<file path="src/rtl/pipeline_stall_controller_pkg.sv">
// ---------------------------------------------------------------------------
// pipeline_stall_controller_pkg
// Shared types and constants for the RV32IM pipeline stall/flush sequencer.
//   state_e               : sequencer state (RUN / MD_WAIT)
//   MD_MAX_CYCLES_DEFAULT : default MUL/DIV watchdog limit in cycles
//   CNT_W_DEFAULT         : default width of the performance counters
//   CNT_ALL_ONES          : saturation value of a default-width counter
// Optional feature macro used by the top: PIPELINE_STALL_COUNTERS_EN
// ---------------------------------------------------------------------------
package pipeline_stall_controller_pkg;

  typedef enum logic {
    RUN     = 1'b0,
    MD_WAIT = 1'b1
  } state_e;

  localparam int MD_MAX_CYCLES_DEFAULT = 40;
  localparam int CNT_W_DEFAULT         = 32;
  localparam logic [CNT_W_DEFAULT-1:0] CNT_ALL_ONES = '1;

endpackage

</file>
<file path="src/rtl/pipeline_sat_counter.sv">
// ---------------------------------------------------------------------------
// pipeline_sat_counter
// Saturating up-counter used for the pipeline performance counters.
// Ports:
//   clock_i : clock, rising edge
//   reset_i : asynchronous active-high reset, clears the count
//   inc_i   : increment request for this cycle
//   count_o : current count, sticks at all-ones once reached
// ---------------------------------------------------------------------------
module pipeline_sat_counter
  import pipeline_stall_controller_pkg::*;
#(
  parameter int WIDTH = CNT_W_DEFAULT
) (
  input  logic             clock_i,
  input  logic             reset_i,
  input  logic             inc_i,
  output logic [WIDTH-1:0] count_o
);

  localparam logic [WIDTH-1:0] MAX_VAL = {WIDTH{1'b1}};

  logic [WIDTH-1:0] count_q, count_d;

  // Count register; cleared asynchronously so it reads zero during reset.
  always_ff @(posedge clock_i or posedge reset_i) begin
    if (reset_i) begin
      count_q <= '0;
    end else begin
      count_q <= count_d;
    end
  end

  // Increment only below the ceiling so the value parks at all-ones.
  always_comb begin
    count_d = count_q;
    if (inc_i && (count_q != MAX_VAL)) begin
      count_d = count_q + WIDTH'(1);
    end
  end

  assign count_o = count_q;

endmodule

</file>
<file path="src/rtl/pipeline_stall_controller.sv">
// ---------------------------------------------------------------------------
// pipeline_stall_controller
// Central sequencer for the 5-stage pipeline register enables and flushes.
// Merges data-memory busy, the multi-cycle MUL/DIV handshake, taken
// branches from EX and ID-stage load-use hazards (in that priority order).
// Ports:
//   CLK, RESET              : clock (rising edge), async active-high reset
//   LU_HAZARD               : load-use hazard between ID and EX
//   BRANCH_TAKEN_EX         : EX instruction redirects the PC
//   MD_REQ_EX / MD_DONE     : MUL/DIV request in EX / one-cycle result valid
//   DMEM_BUSY               : data memory stalls the MEM stage
//   *_EN / *_FLUSH          : pipeline register load enables / bubble inserts
//   MD_GO                   : one-cycle start pulse to the MUL/DIV unit
//   MD_ERR                  : sticky MUL/DIV watchdog timeout
//   STALL_CYCLES/FLUSH_COUNT: performance counters
// Macro PIPELINE_STALL_COUNTERS_EN builds the counters; otherwise both
// counter outputs are tied to zero.
// ---------------------------------------------------------------------------
module pipeline_stall_controller
  import pipeline_stall_controller_pkg::*;
#(
  parameter int MD_MAX_CYCLES = MD_MAX_CYCLES_DEFAULT,
  parameter int CNT_W         = CNT_W_DEFAULT
) (
  input  logic             CLK,
  input  logic             RESET,
  input  logic             LU_HAZARD,
  input  logic             BRANCH_TAKEN_EX,
  input  logic             MD_REQ_EX,
  input  logic             MD_DONE,
  input  logic             DMEM_BUSY,
  output logic             PC_EN,
  output logic             IF_ID_EN,
  output logic             ID_EX_EN,
  output logic             EX_MEM_EN,
  output logic             MEM_WB_EN,
  output logic             IF_ID_FLUSH,
  output logic             ID_EX_FLUSH,
  output logic             EX_MEM_FLUSH,
  output logic             MD_GO,
  output logic             MD_ERR,
  output logic [CNT_W-1:0] STALL_CYCLES,
  output logic [CNT_W-1:0] FLUSH_COUNT
);

  localparam int              WD_W     = $clog2(MD_MAX_CYCLES) + 1;
  localparam logic [WD_W-1:0] WD_LIMIT = WD_W'(MD_MAX_CYCLES - 1);

  state_e          state_q, state_d;
  logic [WD_W-1:0] wdCount_q, wdCount_d;
  logic            mdErr_q, mdErr_d;
  logic [WD_W-1:0] wdInc;
  logic            wdExpired;

  // The watchdog saturates, and ">=" keeps the timeout pending if memory
  // was busy on the exact cycle the limit was reached.
  assign wdInc     = (&wdCount_q) ? wdCount_q : wdCount_q + WD_W'(1);
  assign wdExpired = (wdCount_q >= WD_LIMIT);

  // State, watchdog and sticky error registers.
  always_ff @(posedge CLK or posedge RESET) begin
    if (RESET) begin
      state_q   <= RUN;
      wdCount_q <= '0;
      mdErr_q   <= 1'b0;
    end else begin
      state_q   <= state_d;
      wdCount_q <= wdCount_d;
      mdErr_q   <= mdErr_d;
    end
  end

  // Next-state and pipeline controls. Defaults describe free flow; each
  // branch below overrides only what its stall or flush source needs.
  always_comb begin
    state_d      = state_q;
    wdCount_d    = wdCount_q;
    mdErr_d      = mdErr_q;
    PC_EN        = 1'b1;
    IF_ID_EN     = 1'b1;
    ID_EX_EN     = 1'b1;
    EX_MEM_EN    = 1'b1;
    MEM_WB_EN    = 1'b1;
    IF_ID_FLUSH  = 1'b0;
    ID_EX_FLUSH  = 1'b0;
    EX_MEM_FLUSH = 1'b0;
    MD_GO        = 1'b0;

    if (RESET) begin
      PC_EN        = 1'b0;
      IF_ID_EN     = 1'b0;
      ID_EX_EN     = 1'b0;
      EX_MEM_EN    = 1'b0;
      MEM_WB_EN    = 1'b0;
      IF_ID_FLUSH  = 1'b1;
      ID_EX_FLUSH  = 1'b1;
      EX_MEM_FLUSH = 1'b1;
    end else if (DMEM_BUSY) begin
      // Full freeze; a MUL/DIV completion is still taken so it is not lost.
      PC_EN     = 1'b0;
      IF_ID_EN  = 1'b0;
      ID_EX_EN  = 1'b0;
      EX_MEM_EN = 1'b0;
      MEM_WB_EN = 1'b0;
      if (state_q == MD_WAIT) begin
        wdCount_d = wdInc;
        if (MD_DONE) begin
          state_d = RUN;
        end
      end
    end else begin
      unique case (state_q)
        MD_WAIT: begin
          if (MD_DONE || wdExpired) begin
            state_d = RUN;
            if (!MD_DONE) begin
              mdErr_d = 1'b1;
            end
          end else begin
            // Front end holds; EX/MEM takes bubbles so older work drains.
            PC_EN        = 1'b0;
            IF_ID_EN     = 1'b0;
            ID_EX_EN     = 1'b0;
            EX_MEM_FLUSH = 1'b1;
            wdCount_d    = wdInc;
          end
        end
        default: begin
          if (MD_REQ_EX) begin
            MD_GO     = 1'b1;
            PC_EN     = 1'b0;
            IF_ID_EN  = 1'b0;
            ID_EX_EN  = 1'b0;
            EX_MEM_EN = 1'b0;
            state_d   = MD_WAIT;
            wdCount_d = '0;
          end else if (BRANCH_TAKEN_EX) begin
            // The ID instruction is squashed, so any load-use hazard is moot.
            IF_ID_FLUSH = 1'b1;
            ID_EX_FLUSH = 1'b1;
          end else if (LU_HAZARD) begin
            PC_EN       = 1'b0;
            IF_ID_EN    = 1'b0;
            ID_EX_FLUSH = 1'b1;
          end
        end
      endcase
    end
  end

  assign MD_ERR = mdErr_q;

`ifdef PIPELINE_STALL_COUNTERS_EN
  logic stallInc, flushInc;

  assign stallInc = ~PC_EN & ~RESET;
  assign flushInc = (IF_ID_FLUSH | ID_EX_FLUSH) & ~RESET;

  pipeline_sat_counter #(.WIDTH(CNT_W)) uStallCounter (
    .clock_i (CLK),
    .reset_i (RESET),
    .inc_i   (stallInc),
    .count_o (STALL_CYCLES)
  );

  pipeline_sat_counter #(.WIDTH(CNT_W)) uFlushCounter (
    .clock_i (CLK),
    .reset_i (RESET),
    .inc_i   (flushInc),
    .count_o (FLUSH_COUNT)
  );
`else
  assign STALL_CYCLES = '0;
  assign FLUSH_COUNT  = '0;
`endif

endmodule

</file>
<file path="config.mk">
export PLATFORM = sky130hd
export DESIGN_NAME = pipeline_stall_controller
export DESIGN_NICKNAME = d
export VERILOG_FILES = /design/src/rtl/pipeline_stall_controller_pkg.sv /design/src/rtl/pipeline_sat_counter.sv /design/src/rtl/pipeline_stall_controller.sv
export SDC_FILE = /design/constraint.sdc
export NUM_CORES = 1
export LEC_CHECK = 0
export CAP_MARGIN = 15
export CORE_ASPECT_RATIO = 0.5
export CORE_UTILIZATION = 39
export CTS_CLUSTER_SIZE = 20
export DETAILED_ROUTE_END_ITERATION = 12
export GPL_TIMING_DRIVEN = 0
export PLACE_DENSITY = 0.92
export SLEW_MARGIN = 10
export SYNTH_ARGS = -nofsm -noshare
export SYNTH_HDL_FRONTEND = slang
export SYNTH_SLANG_ARGS = --single-unit
</file>
<file path="constraint.sdc">
create_clock -name CLK -period 6.4 [get_ports CLK]
set_clock_uncertainty 0.2 [all_clocks]
set_input_delay 0.96 -clock CLK [delete_from_list [all_inputs] [get_ports CLK]]
set_output_delay 0.96 -clock CLK [all_outputs]
set_load 0.1 [all_outputs]
</file>
==> impl_metrics.prom, run 1 <==
# TYPE chip_impl_metric gauge
chip_impl_metric{name="globalplace.congestion",unit=""} 0.9339
chip_impl_metric{name="place_inst",unit=""} 258
chip_impl_info{name="timing.critical_path.max_delay_family",value="buffers and inverters"} 1
chip_impl_metric{name="critical_path_depth",unit=""} 5
chip_impl_metric{name="cap_viol_max_count",unit=""} 0
chip_impl_info{name="timing.critical_path.cells",value="clkdlybuf4s50_1 > or2_1 > buf_2 > o31ai_1 > clkdlybuf4s50_1"} 1
chip_impl_metric{name="wl_per_cell",unit="um"} 8.870
chip_impl_metric{name="number_of_warning_messages_in_the_yosys_log",unit=""} 0
chip_impl_metric{name="critical_path_buf_inv_count",unit=""} 3
chip_impl_metric{name="synth_area_per_cell",unit="um^2"} 8.362
chip_impl_metric{name="finalSetupTns",unit="ns"} 0
chip_impl_info{name="most_frequent_standard_cell_in_the_layout_excluding_fill_and_tap_cells",value="sky130_fd_sc_hd__buf_4"} 1
chip_impl_metric{name="vias",unit=""} 1050
chip_impl_metric{name="iteration_0_drc_markers",unit=""} 45
chip_impl_metric{name="worst_ir_drop_on_vdd",unit="V"} 0.0001543
chip_impl_metric{name="r2r_slack",unit="ns"} 4.39
chip_impl_info{name="worst_setup_path_endpoint",value="ID_EX_FLUSH"} 1
chip_impl_metric{name="worst-r2r-cell-count",unit=""} 5
chip_impl_metric{name="setup_viol",unit=""} 0
chip_impl_metric{name="dp.final_hpwl",unit="um"} 1880
chip_impl_metric{name="fin_crit",unit="ns"} 4.417
chip_impl_metric{name="antenna-diode-count",unit=""} 0
chip_impl_info{name="r2r_end",value="wdCount_q[3]$_DFFE_PP0P_"} 1
chip_impl_info{name="mostFrequentLayoutCells",value="sky130_fd_sc_hd__buf_4, sky130_fd_sc_hd__conb_1, sky130_fd_sc_hd__clkdlybuf4s50_1, sky130_fd_sc_hd__dfrtp_1"} 1
chip_impl_metric{name="first_global_vias",unit=""} 809
chip_impl_metric{name="report.final.hold_viol_count",unit=""} 0
chip_impl_metric{name="final_min_period_over_clock_period",unit=""} 0.6902
chip_impl_info{name="run_status",value="complete, no violations"} 1
chip_impl_metric{name="cts_made_buffers",unit=""} 3
chip_impl_info{name="cp-end-kind",value="output pin"} 1
chip_impl_metric{name="maxClockFrequency",unit="MHz"} 226.4
chip_impl_metric{name="dieWidth",unit="um"} 80.04
chip_impl_metric{name="max_slew_margin",unit=""} 0.3501
chip_impl_info{name="rsz_0062_raised_after_global_routing",value="no"} 1
chip_impl_metric{name="clk_pin_slew",unit="ns"} 0.05
chip_impl_info{name="timing.setup.critical_path_class",value="input port to output pin"} 1
chip_impl_metric{name="ys_ff_latch",unit=""} 9
chip_impl_metric{name="final_layout_size_suffix_gt1_frac",unit=""} 0.3556
chip_impl_metric{name="clock_latency",unit="ns"} 0.23
chip_impl_metric{name="maximum_number_of_pins_on_one_net_before_global_route_repair",unit=""} 15
chip_impl_metric{name="route.antenna.remaining_nets",unit=""} 0
chip_impl_metric{name="design.die.area",unit="um^2"} 3283
chip_impl_metric{name="core_region_area",unit="um^2"} 2733
chip_impl_metric{name="boundaryPins",unit=""} 81
chip_impl_metric{name="initial_utilization",unit=""} 0.4345
chip_impl_metric{name="hold_slack",unit="ns"} 0.2695
chip_impl_metric{name="power_density",unit="nW/um^2"} 294.7
chip_impl_metric{name="synth_area",unit="um^2"} 1187
chip_impl_metric{name="crit_required",unit="ns"} 5.24
chip_impl_info{name="cts_root_buffer",value="sky130_fd_sc_hd__clkbuf_8"} 1
chip_impl_metric{name="path_max_fanout",unit=""} 7
chip_impl_metric{name="grt_pass1_wl",unit="um"} 3236
chip_impl_metric{name="leakage_power",unit="nW"} 0.9228
chip_impl_metric{name="fp.dieH",unit="um"} 41.02
chip_impl_metric{name="routed_wirelength",unit="um"} 2324
chip_impl_metric{name="netlist-cell-type-count",unit=""} 43
chip_impl_metric{name="holdBufCountCts",unit=""} 0
chip_impl_metric{name="timing.final.max_slew_violations",unit=""} 0
chip_impl_metric{name="placementRows",unit=""} 13
chip_impl_metric{name="drc",unit=""} 0
chip_impl_metric{name="grt_usage",unit=""} 0.1325
chip_impl_metric{name="cts-root-to-sink-buffers",unit=""} 2
chip_impl_metric{name="synth-seq-area-share",unit=""} 0.1897
chip_impl_info{name="slowest_cell_on_the_critical_path",value="sky130_fd_sc_hd__clkdlybuf4s50_1"} 1
chip_impl_metric{name="post-cts-setup-buffer-count",unit=""} 0
chip_impl_info{name="timing.critical_path.mode_cell",value="sky130_fd_sc_hd__clkdlybuf4s50_1"} 1
chip_impl_info{name="hold_path_class",value="flip-flop to flip-flop"} 1
chip_impl_info{name="postSynth.topFlopCell",value="sky130_fd_sc_hd__dfrtp_1"} 1
chip_impl_metric{name="synth_enable_flop_cells",unit=""} 0
chip_impl_info{name="r2r-start",value="wdCount_q[0]$_DFFE_PP0P_"} 1
chip_impl_metric{name="grt-ovfl-total",unit=""} 0
chip_impl_metric{name="cts_num_sinks",unit=""} 9
chip_impl_metric{name="port_buffers",unit=""} 16
chip_impl_metric{name="syn_inst",unit=""} 142
chip_impl_metric{name="critPathMaxStageDelay",unit="ns"} 1.17
chip_impl_metric{name="worst_pin_slew",unit="ns"} 0.9718
chip_impl_info{name="critical_path.startpoint",value="DMEM_BUSY"} 1
chip_impl_metric{name="antenna_violations_before_repair",unit=""} 0
chip_impl_info{name="cts_tree",value="done"} 1
chip_impl_info{name="critical_path.startpoint_type",value="input port"} 1
chip_impl_metric{name="stdcell_count",unit=""} 262
chip_impl_metric{name="arr_time_crit_path",unit="ns"} 3.26
chip_impl_metric{name="cts-resized-gates",unit=""} 0
chip_impl_metric{name="detailed_routing_iterations_pass_1",unit=""} 4
chip_impl_metric{name="nNetsFinal",unit=""} 234
chip_impl_metric{name="drt-vias-per-instance",unit=""} 4.008
chip_impl_metric{name="areaGrowthSynthToFinish",unit="%"} 41.10
chip_impl_metric{name="htreeDepth",unit=""} 1
chip_impl_metric{name="ys_async_sr_fraction",unit=""} 1.000
[through the flow]
stage / setup slack (ns) / util / power, mW / area (um^2)
after floorplan: 0.4198 / - / 0.3922 / 1424
after global placement: 1.984 / 0.5966 / 0.4219 / 1630
after detailed placement: 1.975 / 0.5966 / 0.4256 / 1630
after CTS: 1.979 / 0.6131 / 0.4924 / 1675
after global routing: 1.857 / 0.6131 / 0.5156 / 1675
final: 1.983 / 0.6131 / 0.4938 / 1675
[cells in the mapped netlist (all sizes together) (2+ instances only)]
cell type | n | area share
nand3 | 4 | 0.021
buf | 67 | 0.42
dfrtp | 9 | 0.19
nand2 | 3 | 0.0095
nand2b | 2 | 0.017
a32o | 2 | 0.017
and3 | 2 | 0.012
o21ai | 3 | 0.013
o31ai | 2 | 0.013
or2 | 2 | 0.011
nor2 | 7 | 0.024
o21a | 3 | 0.019
nor2b | 2 | 0.011
inv | 7 | 0.022
a211oi | 5 | 0.046
nor4 | 2 | 0.011
o211ai | 2 | 0.013
a21oi | 2 | 0.0084
[layout make-up]
class	instances	area, um^2
fill	237	1057
buffer	67	500.5
tap	37	46.29
sequential	9	225.2
multi-input combinational	122	671.9
inverter	7	26.28
clock buffer	4	45.04
timing repair buffer	16	160.2
[power breakdown]
part	internal (mW)	leakage, nW	switching (mW)
logic	0.0728	0.782	0.265
clock network	0.0434	0.0228	0.0222
registers	0.0724	0.118	0.0179
[routing by layer]
metal | global-route usage | vias to the layer above | wire [um]
met4 | 0.02679 | 0 | 21
met2 | 0.3141 | 61 | 1174
met1 | 0.1196 | 455 | 851
met3 | 0.03556 | 6 | 276
met5 | 0 | - | 0
li1 | - | 528 | -
[cell families (layout without fill, tap and decap cells)]
group                      after synthesis  after routing  share of synthesized area
other                                    1             64                   0.003158
AOI/OAI and AO/OA                       29             29                     0.2129
DFF                                      9              9                     0.1897
buffers and inverters                   74             94                     0.4436
adders and majority gates                1              1                    0.01054
and+or+nand+nor                         28             28                     0.1401
[sequential cells by signal, summed over array words and instances (netlist names)]
signal / count
MD_ERR: 1
state_q: 1
wdCount_q: 7
[worst min path at each step]
stage	startpoint	endpoint	slack [ns]	cells past startpoint
after floorplan	wdCount_q[1]$_DFFE_PP0P_	wdCount_q[1]$_DFFE_PP0P_	0.33	1
after global placement	MD_ERR$_DFFE_PP0P_	MD_ERR$_DFFE_PP0P_	0.25	1
after detailed placement	MD_ERR$_DFFE_PP0P_	MD_ERR$_DFFE_PP0P_	0.26	1
after CTS	MD_ERR$_DFFE_PP0P_	MD_ERR$_DFFE_PP0P_	0.27	1
after global routing	MD_ERR$_DFFE_PP0P_	MD_ERR$_DFFE_PP0P_	0.30	1
final	MD_ERR$_DFFE_PP0P_	MD_ERR$_DFFE_PP0P_	0.27	1
[worst register-to-register path: cells and delay by family, from the launching register on]
family	cells	cell delay, ns
flip-flops	1	0.41
AO/OA/AOI/OAI	3	0.76
adder cells (fa/ha/maj)	1	0.27
AND/OR/NAND/NOR	1	0.28
Note: power is estimated with default switching activity, not from simulation.
==> run 2: changes to the inputs <==
Settings changed: CORE_UTILIZATION 39 to 36, PLACE_DENSITY 0.92 to 0.87.
Clock period 6.4 ns to 4.2 ns, I/O delays scaled along.
==> impl_metrics.prom, run 2 (synthesis results as in run 1) <==
# TYPE chip_impl_metric gauge
chip_impl_info{name="run_status",value="complete, no violations"} 1
chip_impl_info{name="timing.setup.critical_path_class",value="flip-flop to output pin"} 1
chip_impl_metric{name="fin_crit",unit="ns"} 3.828
chip_impl_metric{name="report.final.hold_viol_count",unit=""} 0
chip_impl_metric{name="power_density",unit="nW/um^2"} 451.6
chip_impl_info{name="critical_path.startpoint_type",value="flip-flop"} 1
chip_impl_info{name="largest-register",value="wdCount_q"} 1
chip_impl_metric{name="drt-vias-per-instance",unit=""} 3.936
chip_impl_metric{name="largest_register_ffs",unit=""} 7
chip_impl_info{name="slowest_cell_on_the_critical_path",value="sky130_fd_sc_hd__clkdlybuf4s50_1"} 1
chip_impl_metric{name="dp.final_hpwl",unit="um"} 1944
chip_impl_metric{name="areaGrowthSynthToFinish",unit="%"} 42.04
chip_impl_metric{name="path_max_fanout",unit=""} 5
chip_impl_metric{name="wl_per_cell",unit="um"} 9.396
chip_impl_info{name="rsz_0062_raised_after_global_routing",value="no"} 1
chip_impl_metric{name="sw_frac_of_total",unit=""} 0.6240
chip_impl_metric{name="maximum_number_of_pins_on_one_net_before_global_route_repair",unit=""} 15
chip_impl_metric{name="cell_internal_pwr",unit="uW"} 286.4
chip_impl_info{name="timing.critical_path.cells",value="ha_1 > a211oi_2 > a21oi_1 > nand2b_1 > o21ai_1 > clkdlybuf4s50_1"} 1
chip_impl_metric{name="routed_wirelength",unit="um"} 2490
chip_impl_info{name="cts_tree",value="done"} 1
chip_impl_info{name="most_frequent_standard_cell_in_the_layout_excluding_fill_and_tap_cells",value="sky130_fd_sc_hd__buf_4"} 1
chip_impl_metric{name="drc",unit=""} 0
chip_impl_metric{name="final_layout_size_suffix_gt1_frac",unit=""} 0.3689
chip_impl_info{name="hold_path_startpoint",value="MD_ERR$_DFFE_PP0P_"} 1
chip_impl_metric{name="cts_num_sinks",unit=""} 9
chip_impl_metric{name="worst-r2r-cell-count",unit=""} 5
chip_impl_info{name="cp-end-kind",value="output pin"} 1
chip_impl_info{name="r2r-start",value="wdCount_q[0]$_DFFE_PP0P_"} 1
chip_impl_info{name="worst_setup_path_endpoint",value="EX_MEM_FLUSH"} 1
chip_impl_metric{name="r2r_slack",unit="ns"} 2.12
chip_impl_info{name="mostFrequentLayoutCells",value="sky130_fd_sc_hd__buf_4, sky130_fd_sc_hd__conb_1, sky130_fd_sc_hd__clkdlybuf4s50_1, sky130_fd_sc_hd__dfrtp_1, sky130_fd_sc_hd__inv_1"} 1
chip_impl_metric{name="max_slew_margin",unit=""} 0.3416
chip_impl_metric{name="setup_viol",unit=""} 0
chip_impl_metric{name="globalplace.congestion",unit=""} 0.7746
chip_impl_metric{name="nNetsFinal",unit=""} 234
chip_impl_metric{name="route.antenna.remaining_nets",unit=""} 0
chip_impl_info{name="critical_path.startpoint",value="wdCount_q[0]$_DFFE_PP0P_"} 1
chip_impl_metric{name="maxClockFrequency",unit="MHz"} 261.3
chip_impl_metric{name="cts-resized-gates",unit=""} 0
chip_impl_metric{name="htreeDepth",unit=""} 1
chip_impl_metric{name="worst_pin_slew",unit="ns"} 0.9845
chip_impl_metric{name="grt_usage",unit=""} 0.1387
chip_impl_metric{name="holdBufCountCts",unit=""} 0
chip_impl_metric{name="hold_slack",unit="ns"} 0.2728
chip_impl_metric{name="boundaryPins",unit=""} 81
chip_impl_metric{name="iteration_0_drc_markers",unit=""} 95
chip_impl_metric{name="critPathMaxStageDelay",unit="ns"} 1.15
chip_impl_metric{name="arr_time_crit_path",unit="ns"} 3.00
chip_impl_metric{name="vias",unit=""} 1043
chip_impl_metric{name="leakage_power",unit="nW"} 0.9258
chip_impl_metric{name="final_min_period_over_clock_period",unit=""} 0.9113
chip_impl_metric{name="power_frac_clock",unit=""} 0.137
chip_impl_metric{name="antenna-diode-count",unit=""} 0
chip_impl_metric{name="placementRows",unit=""} 14
chip_impl_info{name="hold_path_class",value="flip-flop to flip-flop"} 1
chip_impl_metric{name="seq_power_share",unit=""} 0.180
chip_impl_metric{name="detailed_routing_iterations_pass_1",unit=""} 4
chip_impl_metric{name="design.die.area",unit="um^2"} 3546
chip_impl_metric{name="initial_utilization",unit=""} 0.3873
chip_impl_metric{name="cap_viol_max_count",unit=""} 0
chip_impl_metric{name="timing.final.max_slew_violations",unit=""} 0
chip_impl_metric{name="comb_power_frac",unit=""} 0.682
chip_impl_metric{name="dieWidth",unit="um"} 83.22
chip_impl_info{name="r2r_end",value="wdCount_q[3]$_DFFE_PP0P_"} 1
chip_impl_info{name="cts_root_buffer",value="sky130_fd_sc_hd__clkbuf_8"} 1
chip_impl_metric{name="cts-root-to-sink-buffers",unit=""} 2
chip_impl_metric{name="worst_ir_drop_on_vdd",unit="V"} 0.0003243
chip_impl_metric{name="post-cts-setup-buffer-count",unit=""} 0
chip_impl_metric{name="clock_latency",unit="ns"} 0.24
chip_impl_metric{name="crit_required",unit="ns"} 3.37
chip_impl_metric{name="core_region_area",unit="um^2"} 3065
chip_impl_metric{name="cts_made_buffers",unit=""} 3
chip_impl_metric{name="power.switching",unit="uW"} 475.3
chip_impl_metric{name="grt_pass1_wl",unit="um"} 3988
chip_impl_metric{name="grt-ovfl-total",unit=""} 0
chip_impl_metric{name="antenna_violations_before_repair",unit=""} 0
chip_impl_metric{name="clk_pin_slew",unit="ns"} 0.05
chip_impl_metric{name="first_global_vias",unit=""} 958
chip_impl_metric{name="port_buffers",unit=""} 16
chip_impl_metric{name="fp.dieH",unit="um"} 42.61
chip_impl_metric{name="finalSetupTns",unit="ns"} 0
[run 2: critical path: cells and delay by family, from the launching register on]
kind,cells,cell delay (ns)
flip-flops,1,0.42
buffers and inverters,1,1.15
AO/OA/AOI/OAI,3,0.68
AND/OR/NAND/NOR,1,0.22
adder cells (fa/ha/maj),1,0.27
[run 2: power groups by stage]
stage	Combinational [mW]	Clock, mW	Sequential [mW]
4_1_cts	0.517	0.108	0.137
5_1_grt	0.537	0.112	0.143
6_report	0.520	0.105	0.137
3_3_place_gp	0.509	0	0.135
2_1_floorplan	0.432	0	0.166
3_5_place_dp	0.515	0	0.138
[run 2: area by class of cell]
cell class                      instances  area, um^2
Multi-Input combinational cell        122       678.2
Buffer                                 67       500.5
Inverter                                7       26.28
Timing Repair Buffer                   16       160.2
Fill cell                             271        1379
Tap cell                               40       50.05
Clock inverter                          1       5.005
Sequential cell                         9       225.2
Clock buffer                            3       41.29
[run 2: per-stage QoR]
step                      cell area, um^2  std cells  total power [mW]  setup slack, ns  utilization
after floorplan                      1430        205            0.5984         0.009517            -
after global placement               1640        261            0.6446           0.4318       0.5351
after detailed placement             1640        261            0.6530           0.4288       0.5351
after CTS                            1687        265            0.7616           0.3764       0.5502
after global routing                 1687        265            0.7914           0.2405       0.5502
final                                1687        265            0.7617           0.3724       0.5502
[run 2: how the worst min path moves through the flow]
stage	endpoint	slack [ns]	depth (start not counted)
final	MD_ERR$_DFFE_PP0P_	0.27	1
after detailed placement	MD_ERR$_DFFE_PP0P_	0.26	1
after CTS	MD_ERR$_DFFE_PP0P_	0.27	1
after global routing	MD_ERR$_DFFE_PP0P_	0.30	1
after floorplan	MD_ERR$_DFFE_PP0P_	0.23	1
after global placement	MD_ERR$_DFFE_PP0P_	0.25	1
[run 2: per-layer routing]
metal | track usage | wire (um)
met1 | 0.1440 | 948
met2 | 0.2574 | 1258
met3 | 0.03543 | 241
met4 | 0.08621 | 41
met5 | 0 | 0
